**config.mk**
```make
export PLATFORM = sky130hd
export DESIGN_NAME = pipe_stage_reg
export DESIGN_NICKNAME = d
export VERILOG_FILES = /design/src/rtl/pipe_stage_reg.sv
export SDC_FILE = /design/constraint.sdc
export NUM_CORES = 1
export LEC_CHECK = 0
export BUFFER_PORTS_ARGS = -buffer_cell sky130_fd_sc_hd__buf_2
export CAP_MARGIN = 0
export CORE_AREA = 2 2 83 85
export DETAILED_ROUTE_END_ITERATION = 8
export DIE_AREA = 0 0 85 87
export PLACE_DENSITY = 0.92
export RECOVER_POWER = 50
export SETUP_SLACK_MARGIN = 0.2
export SLEW_MARGIN = 20
export SYNTH_ARGS = -nofsm -noshare
export SYNTH_HDL_FRONTEND = slang
export SYNTH_SLANG_ARGS = --single-unit
```
**constraint.sdc**
```tcl
create_clock -name CLK -period 2.85 [get_ports CLK]
set_clock_uncertainty 0.2 [all_clocks]
set_input_delay 0.57 -clock CLK [delete_from_list [all_inputs] [get_ports CLK]]
set_output_delay 0.57 -clock CLK [all_outputs]
set_load 0.01 [all_outputs]
```
**src/rtl/pipe_stage_reg.sv**
```systemverilog
// Two-beat valid/ready pipeline register (skid entry when PIPE_STAGE_SKID_EN is defined), with flush, sticky halt and stall counter.
// One-cycle latency, full throughput; in_ready comes from registered state and flush only when the skid is built.
module pipe_stage_reg #(
  parameter int DATA_W = 64,
  parameter int CNT_W  = 16
) (
  input  logic              CLK,
  input  logic              RST,
  input  logic              flush,
  input  logic              in_valid,
  output logic              in_ready,
  input  logic [DATA_W-1:0] in_data,
  input  logic              in_halt,
  output logic              out_valid,
  input  logic              out_ready,
  output logic [DATA_W-1:0] out_data,
  output logic              out_halt,
  output logic [1:0]        occupancy,
  output logic              halted,
  output logic [CNT_W-1:0]  stall_cnt
);

  typedef enum logic [1:0] {
    EMPTY = 2'd0,
    ONE   = 2'd1,
    FULL  = 2'd2
  } state_t;

  typedef struct packed {
    logic              halt;
    logic [DATA_W-1:0] dat;
  } beat_t;

  state_t state;
  beat_t  main_q;
  beat_t  in_beat;
  logic   accept;
  logic   emit;

  assign in_beat   = {in_halt, in_data};
  assign accept    = in_valid && in_ready;
  assign emit      = out_valid && out_ready;
  assign out_data  = main_q.dat;
  assign out_halt  = main_q.halt;
  assign occupancy = state;

`ifdef PIPE_STAGE_SKID_EN
  beat_t skid_q;
  assign in_ready = (state != FULL) && !halted && !flush;
`else
  assign in_ready = (!out_valid || out_ready) && !halted && !flush;
`endif

  always_ff @(posedge CLK) begin
    if (RST) begin
      state     <= EMPTY;
      main_q    <= '0;
      out_valid <= 1'b0;
      halted    <= 1'b0;
      stall_cnt <= '0;
`ifdef PIPE_STAGE_SKID_EN
      skid_q    <= '0;
`endif
    end else begin
      if (out_valid && !out_ready && (stall_cnt != {CNT_W{1'b1}}))
        stall_cnt <= stall_cnt + 1'b1;

      // Flush wins over everything; an emit in the same cycle was already taken downstream.
      if (flush) begin
        state     <= EMPTY;
        main_q    <= '0;
        out_valid <= 1'b0;
        halted    <= 1'b0;
`ifdef PIPE_STAGE_SKID_EN
        skid_q    <= '0;
`endif
      end else begin
        if (accept && in_halt)
          halted <= 1'b1;

        case (state)
          EMPTY: begin
            if (accept) begin
              main_q    <= in_beat;
              out_valid <= 1'b1;
              state     <= ONE;
            end
          end
          ONE: begin
            if (accept && emit) begin
              main_q <= in_beat;
            end
`ifdef PIPE_STAGE_SKID_EN
            else if (accept) begin
              skid_q <= in_beat;
              state  <= FULL;
            end
`endif
            else if (emit) begin
              main_q    <= '0;
              out_valid <= 1'b0;
              state     <= EMPTY;
            end
          end
`ifdef PIPE_STAGE_SKID_EN
          FULL: begin
            if (emit) begin
              main_q <= skid_q;
              skid_q <= '0;
              state  <= ONE;
            end
          end
`endif
          default: begin
            state <= EMPTY;
          end
        endcase
      end
    end
  end

endmodule

```
; ---- After elaboration in Yosys (flattened, before gate mapping)
; Index checks and enable logic that the tools add are counted.
; W data, S select, Z words.
[op_classes]
n_addsub = 1
n_mul = 0
div = 0
n_lt_le_gt_ge = 0
n_eq_ne = 6
shifts = 0
n_mux = 12
n_bitwise = 0
reduce_logical = 19
[ops]
columns = cell, n
row1 = $mux W65, 3
row2 = $pmux W65 S2, 1
row3 = $add A16 B1 Y16 const B, 1
row4 = $ne A16 B16 Y1 const B, 1
row5 = $logic_and A1 B1 Y1, 8
row6 = $mux W2, 3
row7 = $ne A2 B2 Y1 const B, 3
row8 = $reduce_and A3 Y1, 2
row9 = $logic_not A1 Y1, 4
row10 = $pmux W2 S2, 1
row11 = $reduce_and A4 Y1, 1
row12 = $mux W1, 3
row13 = $ne A3 B3 Y1 const B, 1
row14 = $eq A2 B1 Y1 const B, 1
row15 = $logic_not A2 Y1, 1
row16 = $pmux W1 S2, 1
row17 = $reduce_bool A2 Y1, 1
row18 = $reduce_or A2 Y1, 1
row19 = $logic_or A1 B1 Y1, 1
[totals]
ff_bits = 85
latch_bits = 0
ramBits = 0
mem_bits_ro = 0
in_bits = 70
out_inout_bits = 86
word_cells = 44
mem_count = 0

; ---- Logic depth before layout (Yosys ltp)
; Gate-level depths: netlist (run 1).
[logic_depth]
word_depth = 8
ltp_mapped = 7
depth_no_buf = 5

; ---- Worst setup path after synthesis (run 1)
; OpenSTA, ideal clock, no wires.
[synth_timing]
path_kind = input to register
from = input out_ready
to = register main_q (netlist bit out_data[17])
setup_ns = 0.128
t_arrival_ns = 1.589
required_time_ns = 2.522
setup_slack_ns = 0.933
cell_stages = 7
n_path_buf = 3
cell_sequence = nand2b_1 -> and3_1 -> clkbuf_1 -> buf_2 -> buf_2 -> a22oi_1 -> nor2_1
[synth_via]
elab_chain_cells = 7
word_cells_on_any_way = 11
cone_classes = eq/ne (2) / mux (2) / reduce/logical (7)
[synth_lines]
columns = element, line_no
row1 = from (decl), 15  ; input logic out_ready,
row2 = $logic_or A1 B1 Y1, 51  ; assign in_ready = (!out_valid || out_ready) && !halted && !flush;
row3 = $logic_and A1 B1 Y1 (2 in series), 51
row4 = $logic_and A1 B1 Y1, 41  ; assign accept = in_valid && in_ready;
row5 = $logic_and A1 B1 Y1, 90  ; if (accept && emit) begin
row6 = $ne A3 B3 Y1 (no source line) or $mux W65 (tied branches), --
row7 = $reduce_and A3 Y1 (no source line) or $pmux W65 S2 (tied branches), --
row8 = to (signal assigned), 84  ; main_q <= in_beat;
row9 = to (signal assigned), 91  ; main_q <= in_beat;
row10 = to (decl), 35  ; beat_t main_q;
; Several ways; a longest one is shown, not always the timed one.
; A chain may end at the register's enable or synchronous reset.

; ---- Final worst setup path (run 1)
[layout_timing]
from = register stall_cnt[12]
to = register stall_cnt[7]
[layout_via]
elab_chain_cells = 2
[layout_lines]
columns = element, line_no
row1 = from (decl), 20  ; output logic [CNT_W-1:0] stall_cnt
row2 = from (signal assigned), 66  ; stall_cnt <= stall_cnt + 1'b1;
row3 = $ne A16 B16 Y1, 65  ; if (out_valid && !out_ready && (stall_cnt != {CNT_W{1'b1}}))
row4 = $logic_and A1 B1 Y1, 65
; No other way between the ends.

==> results.toml, run 1 <==
[synthesis]
syn_nets = 405
ys_warn_count = 0
ys_seq_elements = 83
syn_area_per_cell_um2 = 9.33
syn_area_mm2 = 0.00312
synthCells = 334
synth_cell_types = 40
ys_seq_area_frac = 0.533

[timing]
fin_crit_sh = 0.743
tns_ns = 0
setup_violations = 0
slew_headroom = 0.554
timing.final.max_slew_violations = 0
fin_crit_ns = 2.12
worst_pin_slew_ns = 0.668
fmax_mhz = 472
rsz0062_at_grt = "no"
final-hold-violation-count = 0

[floorplan]
die_y_um = 87
start_util = 0.474
num_rows = 30
die_w_um = 85
core-area_mm2 = 0.00657
die_area_mm2 = 0.00740
ioPinCount = 156

[setup_path]
cp-start-kind = "flip-flop"
worst_path_max_delay_cell = "nor4_2"
slowest_delay_ns = 0.50
reg2reg_from = "stall_cnt[12]"
cp.arrival_ns = 2.15
critPathRequiredTime_ns = 2.88
crit_start = "stall_cnt[12]"
cp_max_fo = 10
critPathTopFamily = "simple AND/OR/NAND/NOR gates"
crit_buf_inv = 1
critical_path_class = "reg -> reg"
endpoint_kind = "flip-flop"
cp_cell_sequence = "nand4_1 > nor4_2 > buf_4 > nor4_1 > mux2_2"

[place]
portBuffers = 154
place_hpwl_um = 5530
gp_congestion = 0.907
placed_area_mm2 = 0.00394

[run_status]
status = "completed"

[cts]
cts.clk_slew.worst_paths_ns = 0.08
cts_tree = "done"
cts_root_buf = "clkbuf_8"
cts.sinks = 83
hold_buffers = 0
cts_setup_buffers = 0
cts-resized-gates = 0
cts_buffer_depth = 2
h-tree-depth = 3
clk_latency_ns = 0.34
numCtsBuffers = 9

[cells_and_area]
fillCellCount = 608
n_antenna_cell = 0
drive_above_1_share = 0.215
fin_area_mm2 = 0.00401
final_nets = 546
synthToLayoutAreaGrowth_pct = 28.6

[route]
drtAntennaViolNets = 0
wl_per_cell_um = 14.5
drt-initial-drc-count = 171
drt-pass1-iter-count = 4
vias = 3053
drt-vias-per-instance = 5.46
routed_wl_um = 8090
drc_errors = 0

[power]
power.leakage_nw = 1.48
powerDensity_mw_per_mm2 = 532
peakVddDrop_v = 0.000341

[global_routing]
grt_max_degree = 68
antenna_found_initial = 0
gr-total-overflow = 0
grt_pass1_vias = 2741
grt_usage = 0.215
grt_pass1_wl_um = 12700

[min_path]
hold_path.startpoint = "in_data[34]"
hold_class = "in -> reg"

[run]
maxCapViolCount = 0
## layer usage
layer | global-route usage | vias to the layer above | part of all wire | wire (um)
met5 | 0 | - | 0 | 0
met4 | 0.0967 | 0 | 0.019 | 152
met3 | 0.0682 | 13 | 0.080 | 651
met2 | 0.337 | 125 | 0.48 | 3900
met1 | 0.271 | 1435 | 0.42 | 3390
li1 | - | 1480 | - | -
## power by group
group / leakage, nW / switching, W / internal [W] / total [W]
sequential: 0.672 / 0.0000134 / 0.00118 / 0.00119
clock: 0.0839 / 0.000405 / 0.000331 / 0.000736
combinational: 0.723 / 0.000112 / 0.0000890 / 0.000201
total: 1.48 / 0.000530 / 0.00160 / 0.00213
## sequential cells by signal (all words and copies together), names as in the netlist
name       flops
out_data      64
stall_cnt     16
out_valid      1
halted         1
out_halt       1
## cell families after synthesis
group	synth area share
AND/OR/NAND/NOR	0.188
AO/OA/AOI/OAI	0.207
flip-flops	0.533
buffers and inverters	0.0466
multiplexers	0.0205
adder cells (fa/ha/maj)	0.00402
other	0.00120
## worst min-delay path, stage by stage
cell and delay (ns):
buf_2 0.07, a22oi_1 0.06, nor2_1 0.07
## Yosys cell counts
master	n	area [um^2]
o31a_2	1	10.0
o21ai_0	5	25.0
o2111ai_1	1	8.76
dfxtp_1	83	1660
nor4_1	3	18.8
and3_1	2	12.5
a22oi_1	65	488
or4_2	1	8.76
nand3_1	7	35.0
nand4b_2	1	15.0
nand2_1	3	11.3
buf_6	1	11.3
buf_4	2	15.0
nor3_1	4	20.0
nor4_2	1	12.5
nand4_1	2	12.5
buf_2	5	25.0
or2_2	2	12.5
and2_1	1	6.26
nor2b_1	4	25.0
a31oi_1	1	6.26
o2111a_1	1	11.3
a211oi_1	1	7.51
o31ai_1	5	37.5
conb_1	1	3.75
or3_2	1	7.51
buf_1	5	18.8
or3_1	2	12.5
nand4_4	1	21.3
ha_1	1	12.5
mux2_2	3	33.8
inv_1	5	18.8
clkbuf_1	15	56.3
or3_4	1	11.3
nand3b_1	1	7.51
nand2b_1	3	18.8
a21oi_1	10	50.1
or4_1	4	30.0
mux2i_1	3	30.0
nor2_1	76	285
## path summary, 6_finish.rpt
path / end / slack, ns / cells after the start
max reg2reg: stall_cnt[7] / 0.73 / 5
min reg2reg: out_data[7] / 0.30 / 2
max: stall_cnt[7] / 0.73 / 5
min: out_data[34] / 0.27 / 3
## stage by stage
stage               hold WS (ns)  setup WS [ns]  utilization  power (W)  std cells
floorplan                  0.320          0.933            -    0.00133        334
global placement           0.273          0.517        0.600    0.00142        544
detailed placement         0.278          0.427        0.600    0.00143        544
CTS                        0.251          0.743        0.626    0.00216        559
global route               0.254          0.573        0.610    0.00222        559
finish                     0.273          0.733        0.610    0.00213        559
## cell type report
class	instances	area (um^2)	area share
multi-input cells	218	1330	0.331
well taps	80	100	0.0250
flip-flops and latches	83	1660	0.415
clock buffers	10	138	0.0344
clock inverters	5	30.0	0.00750
inverters	5	18.8	0.00468
repair buffers	158	733	0.183
## layout by cell type (no fill, tap or decap), types with 2 or more instances in the layout
cell | synthesis | final
clkbuf_8 | 0 | 10
nor2b_1 | 4 | 4
buf_12 | 0 | 3
dfxtp_1 | 83 | 83
clkinvlp_4 | 0 | 2
nor2_1 | 76 | 76
o31ai_1 | 5 | 5
clkinv_2 | 0 | 3
mux2i_1 | 3 | 3
clkbuf_1 | 15 | 84
or2_2 | 2 | 2
inv_1 | 5 | 5
or4_1 | 4 | 4
mux2_2 | 3 | 3
a21oi_1 | 10 | 10
nand4_1 | 2 | 2
a22oi_1 | 65 | 65
o21ai_0 | 5 | 5
nor3_1 | 4 | 4
nand3_1 | 7 | 7
nand2_1 | 3 | 3
nor4_1 | 3 | 3
nand2b_1 | 3 | 3
or3_1 | 2 | 2
buf_2 | 5 | 70
(Power assumes the default switching activity.)
==> run 2: changes to the inputs <==
Settings changed: CORE_AREA 2 2 83 85 to 2 2 91 93, DIE_AREA 0 0 85 87 to 0 0 93 95, PLACE_DENSITY 0.92 to 0.82.
Clock period 2.85 ns to 1.9 ns, I/O delays scaled along.
==> results.toml, run 2 (synthesis gave the netlist of run 1 again) <==
[timing]
fmax_mhz = 560
rsz0062_at_grt = "yes"
setup_violations = 0
timing.final.max_slew_violations = 0
fin_crit_sh = 0.939
fin_crit_ns = 1.78
tns_ns = 0
final-hold-violation-count = 0

[setup_path]
reg2reg_from = "stall_cnt[0]"
critical_path_class = "reg -> reg"
cp-start-kind = "flip-flop"
cp.arrival_ns = 1.84
cp_max_fo = 4
crit_start = "stall_cnt[0]"
critPathRequiredTime_ns = 1.96
endpoint_kind = "flip-flop"

[power]
swShare = 0.251
cell_internal_pwr_w = 0.00251
powerDensity_mw_per_mm2 = 740
clkPwrFrac = 0.378
p_switching_w = 0.000843
seq_power_share = 0.528
power.leakage_nw = 1.78
pwr-share-comb = 0.094
peakVddDrop_v = 0.000535

[global_routing]
grt_max_degree = 68
grt_use_met1 = 0.230
gr-usage-met2 = 0.347
use_met3 = 0.0686
gr-total-overflow = 0
grt_pass1_wl_um = 14000
grt_usage = 0.198
top_usage_layer = "met2"
antenna_found_initial = 0
grt_pass1_vias = 3034

[cts]
cts.clk_slew.worst_paths_ns = 0.09
cts_buffer_depth = 2
numCtsBuffers = 9
hold_buffers = 0
clk_latency_ns = 0.34
cts_tree = "done"
cts_root_buf = "clkbuf_8"
cts.sinks = 83
h-tree-depth = 3

[cells_and_area]
final_core_util = 0.572
final_nets = 577
fillCellCount = 718
register_area_mm2 = 0.00171
n_antenna_cell = 0
final_common_cell = "buf_2"
synthToLayoutAreaGrowth_pct = 45.6
multi_input_area_mm2 = 0.00147
largest_reg_flops = 64
final_cell_mix = "buf_2 (88), nor2_1 (75), dfxtp_1 (70)"
drive_above_1_share = 0.370

[route]
vias = 3256
drtAntennaViolNets = 0
drt-pass1-iter-count = 4
drt-initial-drc-count = 160
drc_errors = 0
wl_per_cell_um = 15.0
routed_wl_um = 9230
drt-vias-per-instance = 5.29

[floorplan]
die_y_um = 95
core-area_mm2 = 0.00793
ioPinCount = 156
die_w_um = 93
die_area_mm2 = 0.00884
start_util = 0.393
num_rows = 33

[place]
place_hpwl_um = 6010
portBuffers = 154
gp_congestion = 0.882

[min_path]
hold_class = "in -> reg"
hold_path.startpoint = "in_data[32]"

[run]
maxCapViolCount = 0

[run_status]
status = "completed"
## run 2: cell types whose count changed in the layout (fill, tap and decap cells not counted), sizes merged
cell and change:
clkbuf -19, clkinvlp -1, clkinv -1, bufinv +1
inv +3, buf +49
## run 2: timing repair
item,in CTS,in global routing
setup endpoints to repair,16,43
pin swaps,15,9
buffers inserted,18,6
resized for setup,20,22
## run 2: worst max-delay path, stage by stage, from the launching register on
cell and delay (ns):
dfxtp_4 0.37, ha_4 0.16, nand3b_1 0.19, buf_4 0.20
or3_2 0.42, a21oi_1 0.17
## run 2: through the flow
stage / hold WS (ns) / area, um^2 / total power [W] / worst slack (ns) / instances
floorplan: 0.301 / 3190 / 0.00199 / 0.150 / 334
global placement: 0.273 / 4100 / 0.00213 / 0.104 / 576
detailed placement: 0.277 / 4100 / 0.00214 / 0.0850 / 576
CTS: 0.0629 / 4510 / 0.00341 / 0.156 / 610
global route: 0.0680 / 4540 / 0.00351 / 0.0153 / 616
finish: 0.0829 / 4540 / 0.00336 / 0.116 / 616
## run 2: path summary, 6_finish.rpt
path	cells after the start	slack, ns	to
setup / recovery	5	0.12	stall_cnt[2]
hold / removal	3	0.08	out_data[32]
setup reg to reg	5	0.12	stall_cnt[2]
hold reg to reg	2	0.30	out_data[5]
## run 2: cell type report
type                            instances  share of cell area
Clock buffer                            9              0.0273
Timing Repair Buffer                  189               0.222
Clock inverter                          7              0.0166
Tap cell                              105              0.0290
Sequential cell                        83               0.377
Multi-Input combinational cell        218               0.324
Inverter                                5             0.00414
## run 2: power by group through the flow
stage	Clock (W)	Sequential (W)	Combinational, W
2_1_floorplan	0	0.00183	0.000154
3_3_place_gp	0	0.00182	0.000310
3_5_place_dp	0	0.00182	0.000318
4_1_cts	0.00131	0.00177	0.000321
5_1_grt	0.00139	0.00178	0.000349
6_report	0.00127	0.00177	0.000315
## run 2: metal layers
metal  routed length, um  part of all wire
met1                3760              0.41
met2                4720              0.51
met3                 629             0.068
met4                 115             0.012
met5                   0                 0
